**src/rtl/mem_addr_seq_pkg.sv**
```systemverilog
// Shared types and constants for the memory-address sequencer.
// Imported by the interface, the encoder and the top.
package mem_addr_seq_pkg;

    typedef enum logic [1:0] {
        NORM     = 2'd0,
        EXC_ADDR = 2'd1,
        EXC_HOLD = 2'd2
    } state_e;

    localparam int CAUSE_OPCODE = 0;
    localparam int CAUSE_OVF    = 1;
    localparam int CAUSE_DIV0   = 2;

    localparam int DEF_VEC_BASE = 253;
    localparam int CNT_W        = 4;

    // Index width that stays legal for single-entry sets.
    function automatic int idx_w(input int n);
        return (n > 1) ? $clog2(n) : 1;
    endfunction

endpackage

```
**src/rtl/mem_addr_seq_if.sv**
```systemverilog
// Datapath/control-unit bundle of the address sequencer.
// master = control/datapath side, slave = sequencer.
interface mem_addr_seq_if
    import mem_addr_seq_pkg::*;
#(
    parameter int WIDTH = 32,
    parameter int NSRC  = 4,
    parameter int NEXC  = 3
);
    localparam int SW = idx_w(NSRC);
    localparam int CW = idx_w(NEXC);

    logic [NSRC*WIDTH-1:0] src_data;
    logic [SW-1:0]         src_sel;
    logic                  load;
    logic [NEXC-1:0]       exc_req;
    logic                  exc_clr;
    logic [WIDTH-1:0]      addr_out;
    logic                  sel_err;
    logic                  exc_active;
    logic [CW-1:0]         exc_cause;
    logic                  exc_done;
    logic [NEXC-1:0]       pending;

    modport master (
        output src_data, src_sel, load, exc_req, exc_clr,
        input  addr_out, sel_err, exc_active, exc_cause,
        input  exc_done, pending
    );

    modport slave (
        input  src_data, src_sel, load, exc_req, exc_clr,
        output addr_out, sel_err, exc_active, exc_cause,
        output exc_done, pending
    );

endinterface

```
**src/rtl/mem_addr_seq_prio_enc.sv**
```systemverilog
// Lowest-index-wins priority encoder (bit0 highest priority).
// Shared with the interrupt logic.
module prio_enc
    import mem_addr_seq_pkg::*;
#(
    parameter  int N  = 3,
    localparam int IW = idx_w(N)
) (
    input  logic [N-1:0]  req,
    output logic [IW-1:0] idx,
    output logic          valid
);

    always_comb begin
        idx   = '0;
        valid = 1'b0;
        for (int i = N - 1; i >= 0; i--) begin
            if (req[i]) begin
                idx   = IW'(i);
                valid = 1'b1;
            end
        end
    end

endmodule

```
**src/rtl/mem_addr_seq.sv**
```systemverilog
// Registered memory-address select with an exception-vector
// sequence (latch cause, drive vector address, hand back).
module mem_addr_seq
    import mem_addr_seq_pkg::*;
#(
    parameter int WIDTH    = 32,
    parameter int NSRC     = 4,
    parameter int NEXC     = 3,
    parameter int VEC_BASE = DEF_VEC_BASE,
    parameter int MEM_LAT  = 1
) (
    input  logic           clk,
    input  logic           reset,
    mem_addr_seq_if.slave  bus
);

    localparam int CW = idx_w(NEXC);

    state_e           state_q, state_d;
    logic [CNT_W-1:0] cnt_q, cnt_d;
    logic [WIDTH-1:0] addr_q, addr_d;
    logic             serr_q, serr_d;
    logic [CW-1:0]    cause_q, cause_d;
    logic [NEXC-1:0]  pend_q, pend_d;

    logic [NEXC-1:0]  cand;
    logic [NEXC-1:0]  served;
    logic [CW-1:0]    enc_idx;
    logic             enc_vld;

    // Requests of this very cycle compete with latched ones.
    assign cand = pend_q | bus.exc_req;

    prio_enc #(.N(NEXC)) u_enc (
        .req   (cand),
        .idx   (enc_idx),
        .valid (enc_vld)
    );

    always_comb begin
        state_d = state_q;
        cnt_d   = cnt_q;
        addr_d  = addr_q;
        serr_d  = 1'b0;
        cause_d = cause_q;
        served  = '0;
        unique case (state_q)
            NORM: begin
                if (enc_vld) begin
                    state_d = EXC_ADDR;
                    cause_d = enc_idx;
                    addr_d  = WIDTH'(VEC_BASE) + WIDTH'(enc_idx);
                    cnt_d   = CNT_W'(MEM_LAT - 1);
                    served  = NEXC'(1) << enc_idx;
                end else if (bus.load) begin
                    if (int'(bus.src_sel) < NSRC) begin
                        addr_d = bus.src_data[int'(bus.src_sel)*WIDTH +: WIDTH];
                    end else begin
                        serr_d = 1'b1;
                    end
                end
            end
            EXC_ADDR: begin
                if (cnt_q == '0) begin
                    state_d = EXC_HOLD;
                end else begin
                    cnt_d = cnt_q - 1'b1;
                end
            end
            EXC_HOLD: begin
                if (bus.exc_clr) begin
                    state_d = NORM;
                end
            end
            default: state_d = NORM;
        endcase
        pend_d = cand & ~served;
    end

    always_ff @(posedge clk or negedge reset) begin
        if (!reset) begin
            state_q <= NORM;
            cnt_q   <= '0;
            addr_q  <= '0;
            serr_q  <= 1'b0;
            cause_q <= '0;
            pend_q  <= '0;
        end else begin
            state_q <= state_d;
            cnt_q   <= cnt_d;
            addr_q  <= addr_d;
            serr_q  <= serr_d;
            cause_q <= cause_d;
            pend_q  <= pend_d;
        end
    end

    assign bus.addr_out   = addr_q;
    assign bus.sel_err    = serr_q;
    assign bus.exc_active = (state_q != NORM);
    assign bus.exc_cause  = cause_q;
    assign bus.exc_done   = (state_q == EXC_ADDR) && (cnt_q == '0);
    assign bus.pending    = pend_q;

endmodule
```
**src/flat_wrapper.sv**
```systemverilog
// flat-port wrapper written by rule: the top's interface ports become plain ports
module mem_addr_seq_flat import mem_addr_seq_pkg::*;
#(
    parameter int WIDTH    = 32,
    parameter int NSRC     = 4,
    parameter int NEXC     = 3,
    parameter int VEC_BASE = DEF_VEC_BASE,
    parameter int MEM_LAT  = 1
)
  (clk, reset, bus_src_data, bus_src_sel, bus_load, bus_exc_req, bus_exc_clr, bus_addr_out, bus_sel_err, bus_exc_active, bus_exc_cause, bus_exc_done, bus_pending);
  mem_addr_seq_if #(.WIDTH(WIDTH), .NSRC(NSRC), .NEXC(NEXC)) bus_i ();
  input  logic clk;
  input  logic reset;
  input wire logic [$bits(bus_i.src_data)-1:0] bus_src_data;
  input wire logic [$bits(bus_i.src_sel)-1:0] bus_src_sel;
  input wire logic [$bits(bus_i.load)-1:0] bus_load;
  input wire logic [$bits(bus_i.exc_req)-1:0] bus_exc_req;
  input wire logic [$bits(bus_i.exc_clr)-1:0] bus_exc_clr;
  output wire logic [$bits(bus_i.addr_out)-1:0] bus_addr_out;
  output wire logic [$bits(bus_i.sel_err)-1:0] bus_sel_err;
  output wire logic [$bits(bus_i.exc_active)-1:0] bus_exc_active;
  output wire logic [$bits(bus_i.exc_cause)-1:0] bus_exc_cause;
  output wire logic [$bits(bus_i.exc_done)-1:0] bus_exc_done;
  output wire logic [$bits(bus_i.pending)-1:0] bus_pending;
  assign bus_i.src_data = bus_src_data;
  assign bus_i.src_sel = bus_src_sel;
  assign bus_i.load = bus_load;
  assign bus_i.exc_req = bus_exc_req;
  assign bus_i.exc_clr = bus_exc_clr;
  assign bus_addr_out = bus_i.addr_out;
  assign bus_sel_err = bus_i.sel_err;
  assign bus_exc_active = bus_i.exc_active;
  assign bus_exc_cause = bus_i.exc_cause;
  assign bus_exc_done = bus_i.exc_done;
  assign bus_pending = bus_i.pending;
  mem_addr_seq #(.WIDTH(WIDTH), .NSRC(NSRC), .NEXC(NEXC), .VEC_BASE(VEC_BASE), .MEM_LAT(MEM_LAT)) u_core (.clk(clk), .reset(reset), .bus(bus_i));
endmodule
```
**config.mk**
```make
export PLATFORM = sky130hd
export DESIGN_NAME = mem_addr_seq_flat
export DESIGN_NICKNAME = d
export VERILOG_FILES = /design/src/rtl/mem_addr_seq_pkg.sv /design/src/rtl/mem_addr_seq_if.sv /design/src/rtl/mem_addr_seq_prio_enc.sv /design/src/rtl/mem_addr_seq.sv /design/src/flat_wrapper.sv
export SDC_FILE = /design/constraint.sdc
export NUM_CORES = 1
export LEC_CHECK = 0
export ABC_AREA = 1
export CAP_MARGIN = 40
export CORE_ASPECT_RATIO = 1.75
export CORE_MARGIN = 1.5
export CORE_UTILIZATION = 43
export CTS_BUF_LIST = sky130_fd_sc_hd__clkbuf_4 sky130_fd_sc_hd__clkbuf_8
export CTS_CLUSTER_SIZE = 12
export DETAILED_ROUTE_END_ITERATION = 10
export GPL_ROUTABILITY_DRIVEN = 0
export GPL_TIMING_DRIVEN = 0
export PLACE_DENSITY = 0.89
export SYNTH_ARGS = -nofsm -noshare
export SYNTH_HDL_FRONTEND = slang
export SYNTH_SLANG_ARGS = --single-unit
```
**constraint.sdc**
```tcl
create_clock -name clk -period 2.9 [get_ports clk]
set_input_delay 0.725 -clock clk [delete_from_list [all_inputs] [get_ports clk]]
set_output_delay 0.725 -clock clk [all_outputs]
set_load 0.02 [all_outputs]
```
Yosys cells after proc, flatten, opt, wreduce, memory -nomap -nowiden
Cells that the tools add are included.
Operators by class
  shift-type cells: 2
  add/subtract/negate cells: 2
  bitwise gates (word level): 3
  reductions and logical operators: 10
  equality and inequality tests: 6
  mux-type cells: 17
Operators with widths (count)
  variable part select 128 x 8 -> 32 bit: 1
  2-to-1 mux 32 bit: 2
  2-to-1 mux 2 bit: 6
  adder 8 x 2 -> 9 bit (first input constant): 1
  2-to-1 mux 4 bit: 2
  case mux 4 bit (2 select lines): 1
  2-to-1 mux 3 bit: 2
  case mux 2 bit (3 select lines): 1
  AND reduction 3 bit: 2
  nonzero test 2 bit: 3
  logical NOT 4 bit: 1
  != test 2 x 1 -> 1 bit (second input constant): 2
  != test 2 bit (second input constant): 2
  AND reduction 2 bit: 2
  subtractor 4 x 1 -> 4 bit (second input constant): 1
  AND 3 bit: 1
  2-to-1 mux 1 bit: 3
  NOT 3 bit: 1
  OR 3 bit: 1
  left shift 1 x 2 -> 3 bit (first input constant): 1
  == test 2 x 1 -> 1 bit (second input constant): 1
  == test 2 bit (second input constant): 1
  logical NOT 2 bit: 1
  logical AND 1 bit: 1
Word-level totals
  bits in registers: 43
  bits of input ports: 137

Logic depth before layout (Yosys ltp)
  depth after elaboration: 9
  mapped depth: 10
  depth with buffers taken out: 10

Cells and area by module
A second synthesis with hierarchy kept.
Second synthesis, totals
  cells, all modules: 466
  area, all modules: 2961.6 um2
Modules (own cells, without submodules)
  mem_addr_seq: times used 1, cells an instance 459, area an instance 2930.3 um2, sequential area each 1076.0 um2
  prio_enc: times used 1, cells an instance 7, area an instance 31.3 um2, sequential area each 0.0 um2

Least setup slack after synthesis
No wires, ideal clock.
  path type: flip-flop to output port
  from: register u_core.cnt_q[0]
  to: output port bus_exc_done
  path slack: 1.182 ns
  cell stages (with the launch flop): 5
  data arrival time: 0.993 ns
  required time: 2.175 ns
  path through: dfrtp_1 > inv_1 > ha_1 > nand3_1 > nor2_1
Between the ends
  longest elaborated chain between the ends: 2
Ends and longest elaborated chain
  start: declaration: line mem_addr_seq.sv:20  | logic [CNT_W-1:0] cnt_q, cnt_d;
  start signal: assignment: line mem_addr_seq.sv:90  | cnt_q <= cnt_d;
  logical NOT 4 bit: line mem_addr_seq.sv:102  | assign bus.exc_done = (state_q == EXC_ADDR) && (cnt_q == '0);
  logical AND 1 bit: line mem_addr_seq.sv:102
  end: declaration: line flat_wrapper.sv:23  | output wire logic [$bits(bus_i.exc_done)-1:0] bus_exc_done;
Every way passes these cells.

Worst setup path after layout
Ends and elaborated chain as after synthesis.

==> flow_summary_export.csv <==
group,metric,value,unit
status,status,"complete, no violations",
drt,drt-total-wl,11110,um
yosys,synth_ff_type,"dfrtp_1",
global_routing,grt_antenna_before_repair,0,
setup_path,critPathCaptureType,"primary output",
power,ir_drop,0.0006247,V
yosys,netlist_area,3104,um^2
die,start_util,44.95,%
yosys,syn_inst,468,
setup_path,criticalPathCategory,"flop to primary output",
placement,dp_hpwl,9113,um
setup_path,start_kind,"flop",
yosys,syn_nets,610,
yosys,synth.area.top_cells,"dfrtp_1, nand2_1, nor2_1",
yosys,synth_area_leader_cell,"dfrtp_1",
yosys,synthArstFlopShare,100.0,%
drt,wl_per_cell,15.12,um
cts,clock_latency,300,ps
sta,finalCritPeriodShare,87.59,%
sta,fin_skew,7.743,ps
drt,vias,3681,
sta,drv_slew,0,
power,pwr_density_cell,515.9,nW/um^2
global_routing,grt.total_usage,28.71,%
die,core_area,6907,um^2
yosys,ys_types,28,
setup_path,rr_worst_depth,9,
global_routing,grt_pass1_wl,16930,um
cts,cts_buffers,5,
layout,drive_gt1_share,10.29,%
worst_hold_path,hold_class,"primary input to async pin",
sta,clock.fmax,393.7,MHz
die,rows,40,
cts,cts_sinks,43,
setup_path,crit_fanout,5,
setup_path,worstPathArrival,1820,ps
layout,area_delta_synth_final,63.32,%
drt,drtAntennaViolNets,0,
setup_path,critical-path-max-stage-delay,610,ps
die,die_y,115.4,um
sta,rsz0062_at_grt,"no",
job,maxCapViolCount,0,
layout,nNetsFinal,792,
sta,whs,241.6,ps
layout,design_area,5070,um^2
power,leakagePower,2.398,nW
cts,ctsResizeCount,0,
global_routing,grt_max_degree,39,
power,total_power,2.615,mW
sta,finalCriticalPeriod,2540,ps
yosys,synth-edff-count,0,
sta,setup_tns,0,ps
die,die_area,7757,um^2
global_routing,overflow,0,
yosys,syn_avg_cell_area,6.633,um^2
die,pin_count,177,
sta,setup_violations,0,
yosys,synth_common_cells,"nand2_1, nor2_1, nand3_1",
yosys,yosysTopAreaCellShare,34.66,%
layout,post-route-util,73.41,%
drt,drt_iter0_drc,272,
layout,antenna_cells,0,
cts,hold_buffers,0,
setup_path,cp.required,2170,ps
yosys,synth-seq-cells,43,
cts,cts_setup_buffers,0,
setup_path,slowest_stage,"clkdlybuf4s50_1",
setup_path,path_cells,"inv_1 > ha_1 > nand3_1 > nor2_1 > clkdlybuf4s50_1",
cts,cts_tree,"done",
yosys,ys_seq_area_share,34.66,%
yosys,yosysMostFrequentCell,"nand2_1",
placement,dpl_cell_area,4966,um^2
yosys,yosysWarnings,0,
sta,hold_violations,0,
cts,root_buffer,"clkbuf_8",
die,dieWidth,67.23,um
cts,cts-htree-levels,2,
cts,cts_buffer_depth,2,
cts,clk_pin_slew,80,ps
global_routing,first_global_vias,3545,
drt,drc,0,
placement,io_buffers,174,
drt,vias_per_cell,5.008,
drt,drtPass1Iterations,5,
==> metal layers <==
metal	part of all wire, %	up-vias	GRT usage [%]
met5	0	-	0
met4	3.7	0	12.11
met3	7.9	29	5.871
met2	51	154	50.89
met1	37	1665	32.52
li1	-	1833	-
==> final cells by class <==
type,instances,area [um^2]
Sequential cell,43,1076
Multi-Input combinational cell,355,1673
Buffer,28,190.2
Fill cell,566,1837
Clock buffer,8,103.9
Timing Repair Buffer,175,1757
Tap cell,84,105.1
Inverter,42,165.2
==> flip-flops by register name, summed over array words and instances (netlist names) <==
register / count
u_core.bus.exc_cause: 2
u_core.cnt_q: 4
u_core.bus.addr_out: 32
u_core.state_q: 2
u_core.bus.pending: 3
==> worst max-delay path, delay by kind of cell (launching register included) <==
kind          cells  cell delay, ps
flops             1             370
simple gates      2             230
fa+ha+maj         1             180
buf+inv           2             740
==> logic make-up (layout without fill, tap and decap cells) <==
family / count (synthesis) / in the layout / share of synthesized area [%]
adder cells (fa/ha/maj): 5 / 5 / 2.015
flip-flops: 43 / 43 / 34.66
other: 1 / 1 / 0.1208
XOR/XNOR: 2 / 2 / 0.5644
AO/OA/AOI/OAI: 77 / 77 / 12.54
buffers and inverters: 70 / 253 / 11.45
AND/OR/NAND/NOR: 270 / 270 / 38.65
==> placed cells by master (no fill, tap or decap), types with 2 or more instances in the layout <==
master	instances
nor2_4	4
inv_1	37
nand2_4	2
nand2_1	122
inv_2	3
dfrtp_1	43
clkdlybuf4s50_1	173
clkbuf_8	7
nor2_1	72
ha_1	5
o21ai_1	29
buf_12	3
clkbuf_1	4
o22ai_1	3
o21ai_0	44
buf_2	13
buf_4	8
nand3_1	47
nand2_2	20
==> per-stage QoR <==
stage | setup slack (ps) | cells
floorplan | 1182 | 468
CTS | 343.6 | 735
global placement | 63.52 | 726
detailed placement | 541.1 | 727
finish | 359.9 | 735
global route | 237.4 | 735
==> where the power goes <==
part           switching [mW]  internal [mW]  leakage (nW)  total, mW
Combinational           0.752          0.638          1.79       1.39
Clock                   0.201          0.227        0.0549      0.427
Sequential             0.0840          0.715         0.557      0.799
Total                    1.04           1.58          2.40       2.62
==> path summary, 6_finish.rpt <==
path	slack, ps	startpoint	to
min in group clk	480	u_core.bus.addr_out[22]	u_core.bus.addr_out[22]
worst max-delay path	360	u_core.cnt_q[0]	bus_exc_done
worst min register to register	480	u_core.bus.addr_out[22]	u_core.bus.addr_out[22]
worst min-delay path	240	reset	u_core.bus.addr_out[19]
worst max register to register	1360	u_core.bus.pending[0]	u_core.bus.addr_out[7]
max in group asynchronous	2230	reset	u_core.bus.addr_out[14]
Note: power is estimated with default switching activity, not from simulation.
